File: src/rtl/pixel_loader.sv
// Assembles R,G,B bytes from the UART receiver into 24-bit pixels and writes
// them sequentially into the source pixel RAM, one frame per start pulse.
module pixel_loader #(
   parameter int RAM_ADDR_BITS = 10,
   parameter int RAM_WIDTH     = 24,
   parameter int NUM_PIXELS    = 1024,
   parameter int TIMEOUT       = 50_000_000
) (
   input  logic                     clk,
   input  logic                     reset,
   input  logic                     start,
   input  logic                     rx_done_tick,
   input  logic [7:0]               rx_data,
   output logic                     we,
   output logic [RAM_ADDR_BITS-1:0] addr,
   output logic [RAM_WIDTH-1:0]     wdata,
   output logic                     busy,
   output logic                     done,
   output logic                     err
);

   localparam int TW = $clog2(TIMEOUT + 1);
   localparam logic [RAM_ADDR_BITS-1:0] LAST_PIXEL = RAM_ADDR_BITS'(NUM_PIXELS - 1);
   localparam logic [TW-1:0]            TIME_LIMIT = TW'(TIMEOUT);

   typedef enum logic [2:0] {
      IDLE,
      GET_R,
      GET_G,
      GET_B,
      WRITE,
      DONE
   } state_t;

   state_t                   r_state;
   state_t                   w_nextState;
   logic [RAM_ADDR_BITS-1:0] r_pixCount;
   logic [RAM_ADDR_BITS-1:0] w_nextCount;
   logic [TW-1:0]            r_timer;
   logic [TW-1:0]            w_nextTimer;
   logic [RAM_WIDTH-1:0]     r_wdata;
   logic [RAM_WIDTH-1:0]     w_nextData;
   logic                     r_err;
   logic                     w_nextErr;
   logic                     r_we;
   logic [RAM_ADDR_BITS-1:0] r_addr;
   logic                     r_busy;
   logic                     r_done;

   // Next-state logic; a tick during a non-final WRITE is taken as the next R byte.
   always_comb begin
      w_nextState = r_state;
      w_nextCount = r_pixCount;
      w_nextTimer = r_timer;
      w_nextData  = r_wdata;
      w_nextErr   = r_err;
      case (r_state)
         IDLE, DONE: begin
            if (start) begin
               w_nextState = GET_R;
               w_nextCount = '0;
               w_nextTimer = '0;
               w_nextErr   = 1'b0;
            end
         end
         GET_R: begin
            w_nextTimer = '0;
            if (rx_done_tick) begin
               w_nextData[RAM_WIDTH-1 -: 8] = rx_data;
               w_nextState = GET_G;
            end
         end
         GET_G: begin
            if (rx_done_tick) begin
               w_nextData[RAM_WIDTH-9 -: 8] = rx_data;
               w_nextState = GET_B;
               w_nextTimer = '0;
            end else if (r_timer == TIME_LIMIT) begin
               w_nextState = GET_R;
               w_nextTimer = '0;
               w_nextErr   = 1'b1;
            end else begin
               w_nextTimer = r_timer + TW'(1);
            end
         end
         GET_B: begin
            if (rx_done_tick) begin
               w_nextData[7:0] = rx_data;
               w_nextState = WRITE;
               w_nextTimer = '0;
            end else if (r_timer == TIME_LIMIT) begin
               w_nextState = GET_R;
               w_nextTimer = '0;
               w_nextErr   = 1'b1;
            end else begin
               w_nextTimer = r_timer + TW'(1);
            end
         end
         WRITE: begin
            w_nextTimer = '0;
            if (r_pixCount == LAST_PIXEL) begin
               w_nextState = DONE;
            end else begin
               w_nextCount = r_pixCount + RAM_ADDR_BITS'(1);
               if (rx_done_tick) begin
                  w_nextData[RAM_WIDTH-1 -: 8] = rx_data;
                  w_nextState = GET_G;
               end else begin
                  w_nextState = GET_R;
               end
            end
         end
         default: w_nextState = IDLE;
      endcase
   end

   always_ff @(posedge clk or negedge reset) begin
      if (!reset) begin
         r_state    <= IDLE;
         r_pixCount <= '0;
         r_timer    <= '0;
         r_wdata    <= '0;
         r_err      <= 1'b0;
      end else begin
         r_state    <= w_nextState;
         r_pixCount <= w_nextCount;
         r_timer    <= w_nextTimer;
         r_wdata    <= w_nextData;
         r_err      <= w_nextErr;
      end
   end

   // Outputs are registered from the next state so they line up with it.
   always_ff @(posedge clk or negedge reset) begin
      if (!reset) begin
         r_we   <= 1'b0;
         r_addr <= '0;
         r_busy <= 1'b0;
         r_done <= 1'b0;
      end else begin
         r_we   <= (w_nextState == WRITE);
         if (w_nextState == WRITE) begin
            r_addr <= w_nextCount;
         end
         r_busy <= (w_nextState == GET_R) || (w_nextState == GET_G) ||
                   (w_nextState == GET_B) || (w_nextState == WRITE);
         r_done <= (w_nextState == DONE);
      end
   end

   assign we    = r_we;
   assign addr  = r_addr;
   assign wdata = r_wdata;
   assign busy  = r_busy;
   assign done  = r_done;
   assign err   = r_err;

endmodule

File: config.mk
export PLATFORM = sky130hd
export DESIGN_NAME = pixel_loader
export DESIGN_NICKNAME = d
export VERILOG_FILES = /design/src/rtl/pixel_loader.sv
export SDC_FILE = /design/constraint.sdc
export NUM_CORES = 1
export LEC_CHECK = 0
export CORE_MARGIN = 5
export CORE_UTILIZATION = 55
export CTS_CLUSTER_SIZE = 20
export DETAILED_ROUTE_END_ITERATION = 8
export GPL_TIMING_DRIVEN = 1
export PLACE_DENSITY_LB_ADDON = 0.3
export SLEW_MARGIN = 0
export SYNTH_ARGS = -nofsm -noshare
export SYNTH_HDL_FRONTEND = slang
export SYNTH_SLANG_ARGS = --single-unit
File: constraint.sdc
create_clock -name clk -period 2.7 [get_ports clk]
set_input_delay 0.54 -clock clk [delete_from_list [all_inputs] [get_ports clk]]
set_output_delay 0.54 -clock clk [all_outputs]
set_load 0.005 [all_outputs]
==> impl_results.md <==
- Min Tclk post-route: 2300 ps
- Register area: 1930 um^2
- Worst skew pair latency: approximately 350 ps
- Flop2flop setup slack: 400 ps
- Max IR drop VDD: around 330 uV
- Area of the multi-input gates: 1710 um^2
- Buffers on Ports: 49
- Drt pass-1 iters: 4
- Logic pwr share: 0.343
- Cells after DPL: 504
- Switching Share: 0.318
- CP cell instances: ha_1 -> nand4_1 -> nor3_1 -> o21ai_0 -> nand3_1 -> mux2_2
- GP Congestion: 0.882
- CP Capture Type: flop
- Switch Pwr: roughly 1300 uW
- Layout cell share with drive strength beyond 1: 0.130
- I/O pin total: 50
- Int Power: 2700 uW
- Post-synthesis cell area: ~3700 um^2
- Number of enable flip-flop cells after synthesis: 0
- Sink Count: 77
- Ys async rst share: 1.00
- Cts repair resizes: 0
- Pwr Density: between 800 and 900 nW/um^2
- Critical path class: flop to flop
- Fin crit share: 0.850
- Final Hold Viols: 0
- Most common cell after layout, fill and taps aside: dfrtp_1
- Detailed Route WL: 8320 um
- Vias per inst: just under 6
- Clk pin slew, worst setup/hold paths: 80 ps
- Avg WL per Cell: 16.0 um
- Number of global-route vias before repair: 2957
- Vias post-DR: about 3000
- Maximum number of pins on one net before global-route repair: a little under 80
- FMAX: 0.436 GHz
- Slowest stage delay, CP: 430 ps
- Worst path required time: 2940 ps
- Startpoint types: flop
- RSZ-0062 raised after global routing: false
- Worst rel slew slack: 0.388
- Worst Slack Setup Final: 404 ps
- Worst Hold Class: input port to async pin
- Max-cap violations: 0
- DRC: 0
- Die H: approximately 93 um
- Setup WS pre-CTS: 335 ps
- Final antenna-violating net count: 0
- Filler-free cell count of the finished design: 520
- Core ar.: ~6700 um^2
- CTS root buffer: clkbuf_8
- CTS Hold Bufs: 0
- CTS Buffer Depth: 2
- Starting DRT DRC Count: 119
- TritonCTS clock tree: done
- Fillers: around 520
- Top_reg_cell synth: dfrtp_1
- Synthesized net count: 394
- Synth warnings: 0
- Setup bufs post-CTS: 0
- Most frequent cells in the layout: 77 x dfrtp_1, 62 x nand2_1, 48 x clkdlybuf4s50_1, 27 x nor2_1, 21 x a21oi_1
- Initial Utilization: 0.558
- Post-Syn Instances: 379
- Global-route wire length before repair: 14300 um
- Leak pwr: 0.00201 uW
- Final nets: 450
- Pwr Total: 3970 uW
- Slew @ Worst Pin: 906 ps
- N_diodes: 0
- H-Tree Depth: 3
- Worst Skew: 9.21 ps
- Total negative slack: 0 ps
- Mapped Avg Cell Area: 9.89 um^2
- Reg2Reg Depth: 6
- Synth unique cells: 55
- #FFs+latches synth: 77
- Worst Path Max Fanout: 9
- RR Endpoint: wdata[20]
- Num CTS Buffers: 9
- Die X: 92.6 um
- Register share of total power: 0.414
- Crit path DAT: roughly 2500 ps
- Post-DP HPWL: about 6000 um
- Antenna violations before repair: 0
- Status: complete, no violations
- FF-to-FF Start: r_pixCount[1]
- Critical-path top delay cell: dfrtp_1
- DIE AREA: 8570 um^2
- Rows: 30
- Final setup viols: 0
- Global route overflow: 0
- Clock power frac: 0.243
- Register area share after synthesis: 0.514
- Slew Limit Fails: 0
- Area Overhead vs Synth: 22.5%
- All-Layer GR Usage: 0.208
worst max-delay path: cells and delay by family, from the launching register on:
family	cells	cell delay, ps
flops	1	430
fa+ha+maj	1	270
simple gates	3	960
mux	1	400
compound gates	1	130
flip-flops by register name (all words and copies together), names as in the netlist, 3 cells and up:
register and count:
r_pixCount 10, addr 10, r_timer 26, r_state 3
wdata 24
per-stage QoR:
stage	utilization	hold slack, ps	instance area [um^2]
final	0.684	194	4590
after global routing	0.684	222	4590
after CTS	0.684	204	4590
after detailed placement	0.650	455	4370
after global placement	0.650	451	4370
after floorplan	-	244	3750
cell families after synthesis:
kind of cell             Yosys count  share of synthesized area
XOR/XNOR                           4                    0.00934
flip-flops                        77                      0.514
AND/OR/NAND/NOR                  167                      0.226
adder cells (fa/ha/maj)            3                     0.0100
buffers and inverters             25                     0.0317
AO/OA/AOI/OAI                     77                      0.132
multiplexers                      26                     0.0771
worst max path at each step:
| stage | from | to | slack [ps] | cells after the start |
|---|---|---|---|---|
| floorplan | r_pixCount[0] | wdata[16] | 770 | 6 |
| finish | r_pixCount[1] | wdata[20] | 400 | 6 |
| CTS | r_pixCount[1] | wdata[20] | 420 | 6 |
| detailed placement | start | r_timer[21] | 340 | 6 |
| global placement | rx_done_tick | r_timer[2] | 400 | 6 |
| global route | r_state[2] | r_pixCount[2] | 90 | 4 |
area by class of cell:
type | instances | area share
clock inverter | 7 | 0.0218
clock buffer | 9 | 0.0270
timing repair buffer | 60 | 0.130
sequential | 77 | 0.419
inverter | 10 | 0.00817
multi-input combinational | 277 | 0.372
tap | 80 | 0.0218
Yosys cell counts (all sizes together), types with 7 or more instances:
cell | instances | area [um^2]
dfrtp | 77 | 1930
nand2 | 62 | 233
nor2 | 28 | 108
a21oi | 21 | 105
mux2 | 20 | 229
nand3 | 20 | 105
o21ai | 18 | 90.1
a31oi | 12 | 75.1
clkbuf | 11 | 42.5
nand4 | 11 | 68.8
inv | 10 | 37.5
nor3 | 7 | 35.0
power groups by stage:
stage / Clock, uW / Sequential, uW / Combinational [uW]
after floorplan: 0 / 1610 / 713
after global placement: 0 / 1650 / 1340
after detailed placement: 0 / 1660 / 1370
after CTS: 979 / 1640 / 1380
after global routing: 1030 / 1690 / 1490
final: 964 / 1640 / 1360
routing by layer:
layer / up-vias / global-route usage / wire length, um / part of all wire
li1: 1490 / - / - / -
met1: 1472 / 0.272 / 3690 / 0.44
met2: 68 / 0.346 / 4150 / 0.50
met3: 13 / 0.0325 / 315 / 0.038
met4: 0 / 0.0879 / 161 / 0.019
met5: - / 0 / 0 / 0
Power figures use the tool's default switching activity.
